### config.mk
export PLATFORM = sky130hd
export DESIGN_NAME = controller
export DESIGN_NICKNAME = d
export VERILOG_FILES = /design/src/rtl/controller_pkg.sv /design/src/rtl/controller_cond_logic.sv /design/src/rtl/controller.sv
export SDC_FILE = /design/constraint.sdc
export NUM_CORES = 1
export LEC_CHECK = 0
export ABC_CLOCK_PERIOD_IN_PS = 4000
export BUFFER_PORTS_ARGS = -buffer_cell sky130_fd_sc_hd__buf_2
export CAP_MARGIN = 10
export CORE_AREA = 3 3 52 54
export CTS_CLUSTER_DIAMETER = 80
export CTS_CLUSTER_SIZE = 40
export DETAILED_ROUTE_END_ITERATION = 7
export DIE_AREA = 0 0 55 57
export GPL_TIMING_DRIVEN = 0
export SLEW_MARGIN = 0
export SYNTH_ARGS = -nofsm -noshare
export SYNTH_HDL_FRONTEND = slang
export SYNTH_SLANG_ARGS = --single-unit
### constraint.sdc
create_clock -name clk -period 4 [get_ports clk]
set_clock_uncertainty 0.15 [all_clocks]
set_input_delay 0.4 -clock clk [delete_from_list [all_inputs] [get_ports clk]]
set_output_delay 0.4 -clock clk [all_outputs]
set_load 0.02 [all_outputs]
### src/rtl/controller_pkg.sv
// Shared types and encodings for the multicycle ARM-subset control unit.
package controller_pkg;

  typedef enum logic [3:0] {
    FETCH, DECODE, MEMADR, MEMRD, MEMWB, MEMWR,
    EXECUTER, EXECUTEI, ALUWB, BRANCH, UNKNOWN
  } state_t;

  localparam logic [1:0] ALU_ADD = 2'b00;
  localparam logic [1:0] ALU_SUB = 2'b01;
  localparam logic [1:0] ALU_AND = 2'b10;
  localparam logic [1:0] ALU_ORR = 2'b11;

  localparam logic [1:0] RES_ALUOUT = 2'b00;
  localparam logic [1:0] RES_DATA   = 2'b01;
  localparam logic [1:0] RES_ALURES = 2'b10;

  localparam logic [1:0] SRCA_RD1    = 2'b00;
  localparam logic [1:0] SRCA_PC     = 2'b01;
  localparam logic [1:0] SRCA_ALUOUT = 2'b10;

  localparam logic [1:0] SRCB_RD2  = 2'b00;
  localparam logic [1:0] SRCB_IMM  = 2'b01;
  localparam logic [1:0] SRCB_FOUR = 2'b10;

  localparam logic [1:0] OP_DP  = 2'b00;
  localparam logic [1:0] OP_MEM = 2'b01;
  localparam logic [1:0] OP_BR  = 2'b10;

  localparam logic [3:0] COND_EQ = 4'h0, COND_NE = 4'h1, COND_CS = 4'h2, COND_CC = 4'h3;
  localparam logic [3:0] COND_MI = 4'h4, COND_PL = 4'h5, COND_VS = 4'h6, COND_VC = 4'h7;
  localparam logic [3:0] COND_HI = 4'h8, COND_LS = 4'h9, COND_GE = 4'hA, COND_LT = 4'hB;
  localparam logic [3:0] COND_GT = 4'hC, COND_LE = 4'hD, COND_AL = 4'hE, COND_NV = 4'hF;

  // Moore control word produced by the main FSM for the current state.
  typedef struct packed {
    logic       next_pc;
    logic       branch;
    logic       reg_w;
    logic       mem_w;
    logic       ir_write;
    logic       adr_src;
    logic       alu_op;
    logic [1:0] alu_src_a;
    logic [1:0] alu_src_b;
    logic [1:0] result_src;
  } ctrl_t;

  function automatic logic cond_eval(input logic [3:0] cond, input logic [3:0] nzcv);
    logic n, z, c, v;
    {n, z, c, v} = nzcv;
    case (cond)
      COND_EQ: return z;
      COND_NE: return ~z;
      COND_CS: return c;
      COND_CC: return ~c;
      COND_MI: return n;
      COND_PL: return ~n;
      COND_VS: return v;
      COND_VC: return ~v;
      COND_HI: return c & ~z;
      COND_LS: return ~(c & ~z);
      COND_GE: return n == v;
      COND_LT: return n != v;
      COND_GT: return ~z & (n == v);
      COND_LE: return ~(~z & (n == v));
      COND_AL: return 1'b1;
      default: return 1'b0;
    endcase
  endfunction

endpackage

### src/rtl/controller_cond_logic.sv
// NZCV flag storage and condition qualification of PC/register/memory writes.
module cond_logic import controller_pkg::*; (
  input  logic       clk_i,
  input  logic       reset_i,
  input  logic [3:0] cond_i,
  input  logic [3:0] alu_flags_i,
  input  logic [1:0] flag_w_i,
  input  logic       pcs_i,
  input  logic       next_pc_i,
  input  logic       reg_w_i,
  input  logic       mem_w_i,
  output logic       pc_write_o,
  output logic       reg_write_o,
  output logic       mem_write_o
);

  logic [3:0] flags_q, flags_d;
  logic       cond_ex, cond_ex_dly_q;
  logic [1:0] flag_write;

  assign cond_ex    = cond_eval(cond_i, flags_q);
  assign flag_write = flag_w_i & {2{cond_ex}};

  always_comb begin
    flags_d = flags_q;
    if (flag_write[1]) flags_d[3:2] = alu_flags_i[3:2];
    if (flag_write[0]) flags_d[1:0] = alu_flags_i[1:0];
  end

  // Writeback happens a cycle after the condition is judged, so it uses the delayed copy.
  always_ff @(posedge clk_i) begin
    if (reset_i) begin
      flags_q       <= 4'b0000;
      cond_ex_dly_q <= 1'b0;
    end else begin
      flags_q       <= flags_d;
      cond_ex_dly_q <= cond_ex;
    end
  end

  assign pc_write_o  = (pcs_i & cond_ex_dly_q) | next_pc_i;
  assign reg_write_o = reg_w_i & cond_ex_dly_q;
  assign mem_write_o = mem_w_i & cond_ex_dly_q;

endmodule

### src/rtl/controller.sv
// Multicycle ARM-subset control unit: Moore main FSM, ALU decoder and PC-source logic.
module controller import controller_pkg::*; (
  input  logic        clk,
  input  logic        reset,
  input  logic [19:0] Instr,
  input  logic [3:0]  ALUFlags,
  output logic        PCWrite,
  output logic        MemWrite,
  output logic        RegWrite,
  output logic        IRWrite,
  output logic        AdrSrc,
  output logic [1:0]  RegSrc,
  output logic [1:0]  ALUSrcA,
  output logic [1:0]  ALUSrcB,
  output logic [1:0]  ResultSrc,
  output logic [1:0]  ImmSrc,
  output logic [1:0]  ALUControl
);

  logic [3:0] cond, rd;
  logic [1:0] op;
  logic [5:0] funct;
  logic       unused_rn;
  state_t     state_q, state_d;
  ctrl_t      ctrl;
  logic [1:0] flag_w;
  logic       cmd_ok;
  logic       pcs;

  assign cond      = Instr[19:16];
  assign op        = Instr[15:14];
  assign funct     = Instr[13:8];
  assign rd        = Instr[3:0];
  assign unused_rn = ^Instr[7:4];

  always_ff @(posedge clk) begin
    if (reset) state_q <= FETCH;
    else       state_q <= state_d;
  end

  always_comb begin
    state_d = FETCH;
    case (state_q)
      FETCH:  state_d = DECODE;
      DECODE: begin
        case (op)
          OP_MEM:  state_d = MEMADR;
          OP_DP:   state_d = funct[5] ? EXECUTEI : EXECUTER;
          OP_BR:   state_d = BRANCH;
          default: state_d = UNKNOWN;
        endcase
      end
      MEMADR:   state_d = funct[0] ? MEMRD : MEMWR;
      MEMRD:    state_d = MEMWB;
      EXECUTER: state_d = ALUWB;
      EXECUTEI: state_d = ALUWB;
      default:  state_d = FETCH;
    endcase
  end

  always_comb begin
    ctrl = '0;
    case (state_q)
      FETCH: begin
        ctrl.ir_write   = 1'b1;
        ctrl.next_pc    = 1'b1;
        ctrl.alu_src_a  = SRCA_PC;
        ctrl.alu_src_b  = SRCB_FOUR;
        ctrl.result_src = RES_ALURES;
      end
      DECODE: begin
        ctrl.alu_src_a  = SRCA_PC;
        ctrl.alu_src_b  = SRCB_FOUR;
        ctrl.result_src = RES_ALURES;
      end
      MEMADR: ctrl.alu_src_b = SRCB_IMM;
      MEMRD:  ctrl.adr_src = 1'b1;
      MEMWB: begin
        ctrl.result_src = RES_DATA;
        ctrl.reg_w      = 1'b1;
      end
      MEMWR: begin
        ctrl.adr_src = 1'b1;
        ctrl.mem_w   = 1'b1;
      end
      EXECUTER: ctrl.alu_op = 1'b1;
      EXECUTEI: begin
        ctrl.alu_src_b = SRCB_IMM;
        ctrl.alu_op    = 1'b1;
      end
      ALUWB: ctrl.reg_w = 1'b1;
      BRANCH: begin
        ctrl.alu_src_a  = SRCA_ALUOUT;
        ctrl.alu_src_b  = SRCB_IMM;
        ctrl.result_src = RES_ALURES;
        ctrl.branch     = 1'b1;
      end
      default: ctrl = '0;
    endcase
  end

  // Unrecognised data-processing commands fall back to ADD and never touch the flags.
  always_comb begin
    ALUControl = ALU_ADD;
    cmd_ok     = 1'b0;
    flag_w     = 2'b00;
    if (ctrl.alu_op) begin
      cmd_ok = 1'b1;
      case (funct[4:1])
        4'b0100: ALUControl = ALU_ADD;
        4'b0010: ALUControl = ALU_SUB;
        4'b0000: ALUControl = ALU_AND;
        4'b1100: ALUControl = ALU_ORR;
        default: cmd_ok = 1'b0;
      endcase
      if (cmd_ok)
        flag_w = {funct[0], funct[0] & (ALUControl == ALU_ADD || ALUControl == ALU_SUB)};
    end
  end

  assign pcs       = ((rd == 4'b1111) & ctrl.reg_w) | ctrl.branch;
  assign IRWrite   = ctrl.ir_write;
  assign AdrSrc    = ctrl.adr_src;
  assign ALUSrcA   = ctrl.alu_src_a;
  assign ALUSrcB   = ctrl.alu_src_b;
  assign ResultSrc = ctrl.result_src;
  assign ImmSrc    = op;
  assign RegSrc    = {op == OP_MEM, op == OP_BR};

  cond_logic u_cond (
    .clk_i       (clk),
    .reset_i     (reset),
    .cond_i      (cond),
    .alu_flags_i (ALUFlags),
    .flag_w_i    (flag_w),
    .pcs_i       (pcs),
    .next_pc_i   (ctrl.next_pc),
    .reg_w_i     (ctrl.reg_w),
    .mem_w_i     (ctrl.mem_w),
    .pc_write_o  (PCWrite),
    .reg_write_o (RegWrite),
    .mem_write_o (MemWrite)
  );

endmodule

==> metrics.md <==
| Metric | Value |
|---|---|
| Outcome | `completed` |
| CP peak stage delay | `0.41 ns` |
| Bufs on Longest Clock Path | `2` |
| Post-Syn Instances | `111` |
| GRT overflow | `0` |
| Port bufs | `38` |
| Postcts setup bufs | `0` |
| Post-synth top area cell | `dfxtp_1` |
| Root buffer cell | `clkbuf_4` |
| CTS HTree Levels | `1` |
| FF-to-FF setup slack | `2.11 ns` |
| Fmax | `445 MHz` |
| CTS tree | `yes` |
| Routed Antenna Nets | `0` |
| Global-route wire length before repair | `3280 µm` |
| Vias in the first global route | `778` |
| Pin count of the biggest net entering global routing | `11` |
| Area of the multi-input gates | `584 µm²` |
| Cell area after layout | `0.00108 mm²` |
| Yosys top cell area share | `21.8%` |
| Max-slew headroom | `70.7%` |
| Post-route setup TNS | `0 ns` |
| Crit Path Max Fanout | `10` |
| R2R Path Start | `u_cond.flags_q[0]` |
| CTS clk-pin slew, worst paths | `0.07 ns` |
| Starting Density | `36.7%` |
| Post-synthesis adder-cell area fraction | `0%` |
| Mux contribution to synthesized area | `6.04%` |
| Antenna diode count | `0` |
| CP max-delay cell | `or3b_1` |
| Cts bufs inserted | `3` |
| NumNets Final | `180` |
| Area of the die | `0.00314 mm²` |
| Initial antenna violation count | `0` |
| Mapped Area | `828 µm²` |
| CP cell instances | `buf_2 > nand2b_1 > or3b_1 > nor3_1 > buf_2` |
| Post-CTS Hold Fix Bufs | `0` |
| Post-Route WL | `2110 µm` |
| Top FF cell, synth | `dfxtp_1` |
| Worst path required time | `3.45 ns` |
| CP endpoint kind | `primary output` |
| Kind of critical path | `reg -> out` |
| Maximum vdd ir drop | `200 µV` |
| Synth Area in Simple Gates | `35.5%` |
| Die Y | `57 µm` |
| Flops & latches, synth | `9` |
| Layout Cells excl Fill | `181` |
| Share of cells above drive strength 1 | `34.6%` |
| Crit path top cell by count | `buf_2` |
| Register area | `180 µm²` |
| Async S/R FF share, synth | `0%` |
| Power per cell area | `261 mW/mm²` |
| Worst slew pin tran | `0.439 ns` |
| Vias/cell | `5.00` |
| Clk sinks | `9` |
| Worst Reg-to-Reg Cells | `6` |
| Hpwl dp | `1660 µm` |
| GRT Util Overall | `13.7%` |
| Post-layout util | `47.9%` |
| Hold_ws | `0.229 ns` |
| Routability Congestion | `0.726` |
| Tmin final | `2.25 ns` |
| Synth unique cells | `37` |
| Fillers | `251` |
| Hold Path Class | `in -> reg` |
| Synth top area cells | `dfxtp_1 (22%), mux2i_1 (6.0%), xnor2_1 (5.3%), nand2b_1 (3.8%), nor2b_1 (3.8%)` |
| RR Endpoint | `u_cond.flags_q[2]` |
| Syn Nets | `137` |
| # DRC | `0` |
| Worst Setup SP | `state_q[2]` |
| Warnings, synthesis | `0` |
| Slew Limit Fails | `0` |
| Syn-to-layout area delta | `30.4%` |
| Final worst-path cycle share | `56.2%` |
| Io pins | `43` |
| Unrepaired setup endpoints after global routing | `false` |
| Element type at the critical path start | `flip-flop` |
| Max cap viols | `0` |
| Clock Latency Late Sink | `0.27 ns` |
| End point of the critical path | `ALUControl[1]` |
| Dpl cells | `177` |
| Drt wl/cell | `11.6 µm` |
| Final hold violations | `0` |
| Mean Syn Cell Area | `7.46 µm²` |
| Synth Area in Compound Gates | `20.5%` |
| Number of synthesized flops with an enable pin | `0` |
| Core footprint | `0.00225 mm²` |
| Post_cts resized | `0` |
| # setup viols final | `0` |
| First drt pass iteration count | `4` |
| Leakage power total | `0.469 nW` |
| CP arrival | `1.70 ns` |
| Initial DRC count | `17` |
| Sequential fraction of the synthesis area | `21.8%` |
| Standard-cell row count | `17` |
| Die W | `55 µm` |
| Xor/xnor share of the synthesized area | `8.46%` |
| Vias | `905` |
| Dpl cell area | `0.00105 mm²` |
| Largest family of logic cells by synthesized area | `simple AND/OR/NAND/NOR gates` |
==> synth_stat cells (3+ instances only) <==
master and n:
xnor2_1 5, or3_1 3, nor3_1 6, dfxtp_1 9, clkbuf_1 3, xor2_1 3, o21ai_0 5, nand2b_1 5
nand2_1 6, buf_2 3, nand3b_1 4, nor2_1 8, a21oi_1 5, nand3_1 3, mux2i_1 5, inv_1 5
or2b_1 4, nor2b_1 5
==> critical path, delay by kind of cell (launching register included) <==
kind                   cells  cell delay [ns]
and+or+nand+nor            3             0.71
DFF                        1             0.30
buffers and inverters      2             0.40
==> cell families after synthesis <==
logic type,Yosys count
xor gates and xnor gates,8
DFF,9
buffers and inverters,14
and+or+nand+nor,51
muxes,5
AOI/OAI and AO/OA,24
==> power by group <==
part	total, mW	internal (mW)	switching (mW)
Clock	0.0756	0.0387	0.0369
Sequential	0.0970	0.0940	0.00295
Combinational	0.109	0.0435	0.0658
==> flip-flops by register name, summed over array words and instances (netlist names) <==
name	count
u_cond.flags_q	4
state_q	4
u_cond.cond_ex_dly_q	1
==> layer usage <==
metal  up-vias  track usage, %  part of all wire (%)
li1        470               -                     -
met1       408            18.9                    47
met3         4            2.35                   5.5
met5         -               0                     0
met2        23            22.0                    47
met4         0            3.13                  0.81
==> area by class of cell <==
cell class              instances  area share (%)
plain buffers                   8            3.82
repair buffers                 38            17.6
well taps                      28            3.24
multi-input cells              88            54.1
flip-flops and latches          9            16.7
inverters                       6            2.09
clock buffers                   4            2.43
==> worst min path at each step <==
stage / startpoint / end / slack (ns) / depth (start not counted)
floorplan: u_cond.flags_q[1] / u_cond.flags_q[1] / 0.39 / 2
global placement: u_cond.flags_q[1] / u_cond.flags_q[1] / 0.43 / 2
detailed placement: u_cond.flags_q[1] / u_cond.flags_q[1] / 0.44 / 2
CTS: ALUFlags[1] / u_cond.flags_q[1] / 0.23 / 3
global route: ALUFlags[0] / u_cond.flags_q[0] / 0.25 / 3
finish: ALUFlags[1] / u_cond.flags_q[1] / 0.23 / 3
==> layout by cell type (no fill, tap or decap), types with 3 or more instances in the layout <==
cell type,Yosys,routed
buf_2,3,41
dfxtp_1,9,9
nor2_1,8,8
nor3_1,6,6
nand2_1,6,6
nand2b_1,5,5
nor2b_1,5,5
inv_1,5,5
xnor2_1,5,5
a21oi_1,5,5
o21ai_0,5,5
mux2i_1,5,5
clkbuf_1,3,4
or2b_1,4,4
nand3b_1,4,4
xor2_1,3,3
nand3_1,3,3
or3_1,3,3
clkbuf_4,0,3
==> through the flow <==
step | setup slack (ns) | total power, mW
after floorplan | 1.85 | 0.170
after CTS | 1.74 | 0.282
after detailed placement | 1.94 | 0.208
final | 1.75 | 0.282
after global placement | 1.95 | 0.206
after global routing | 1.62 | 0.297
Note: power is estimated with default switching activity, not from simulation.
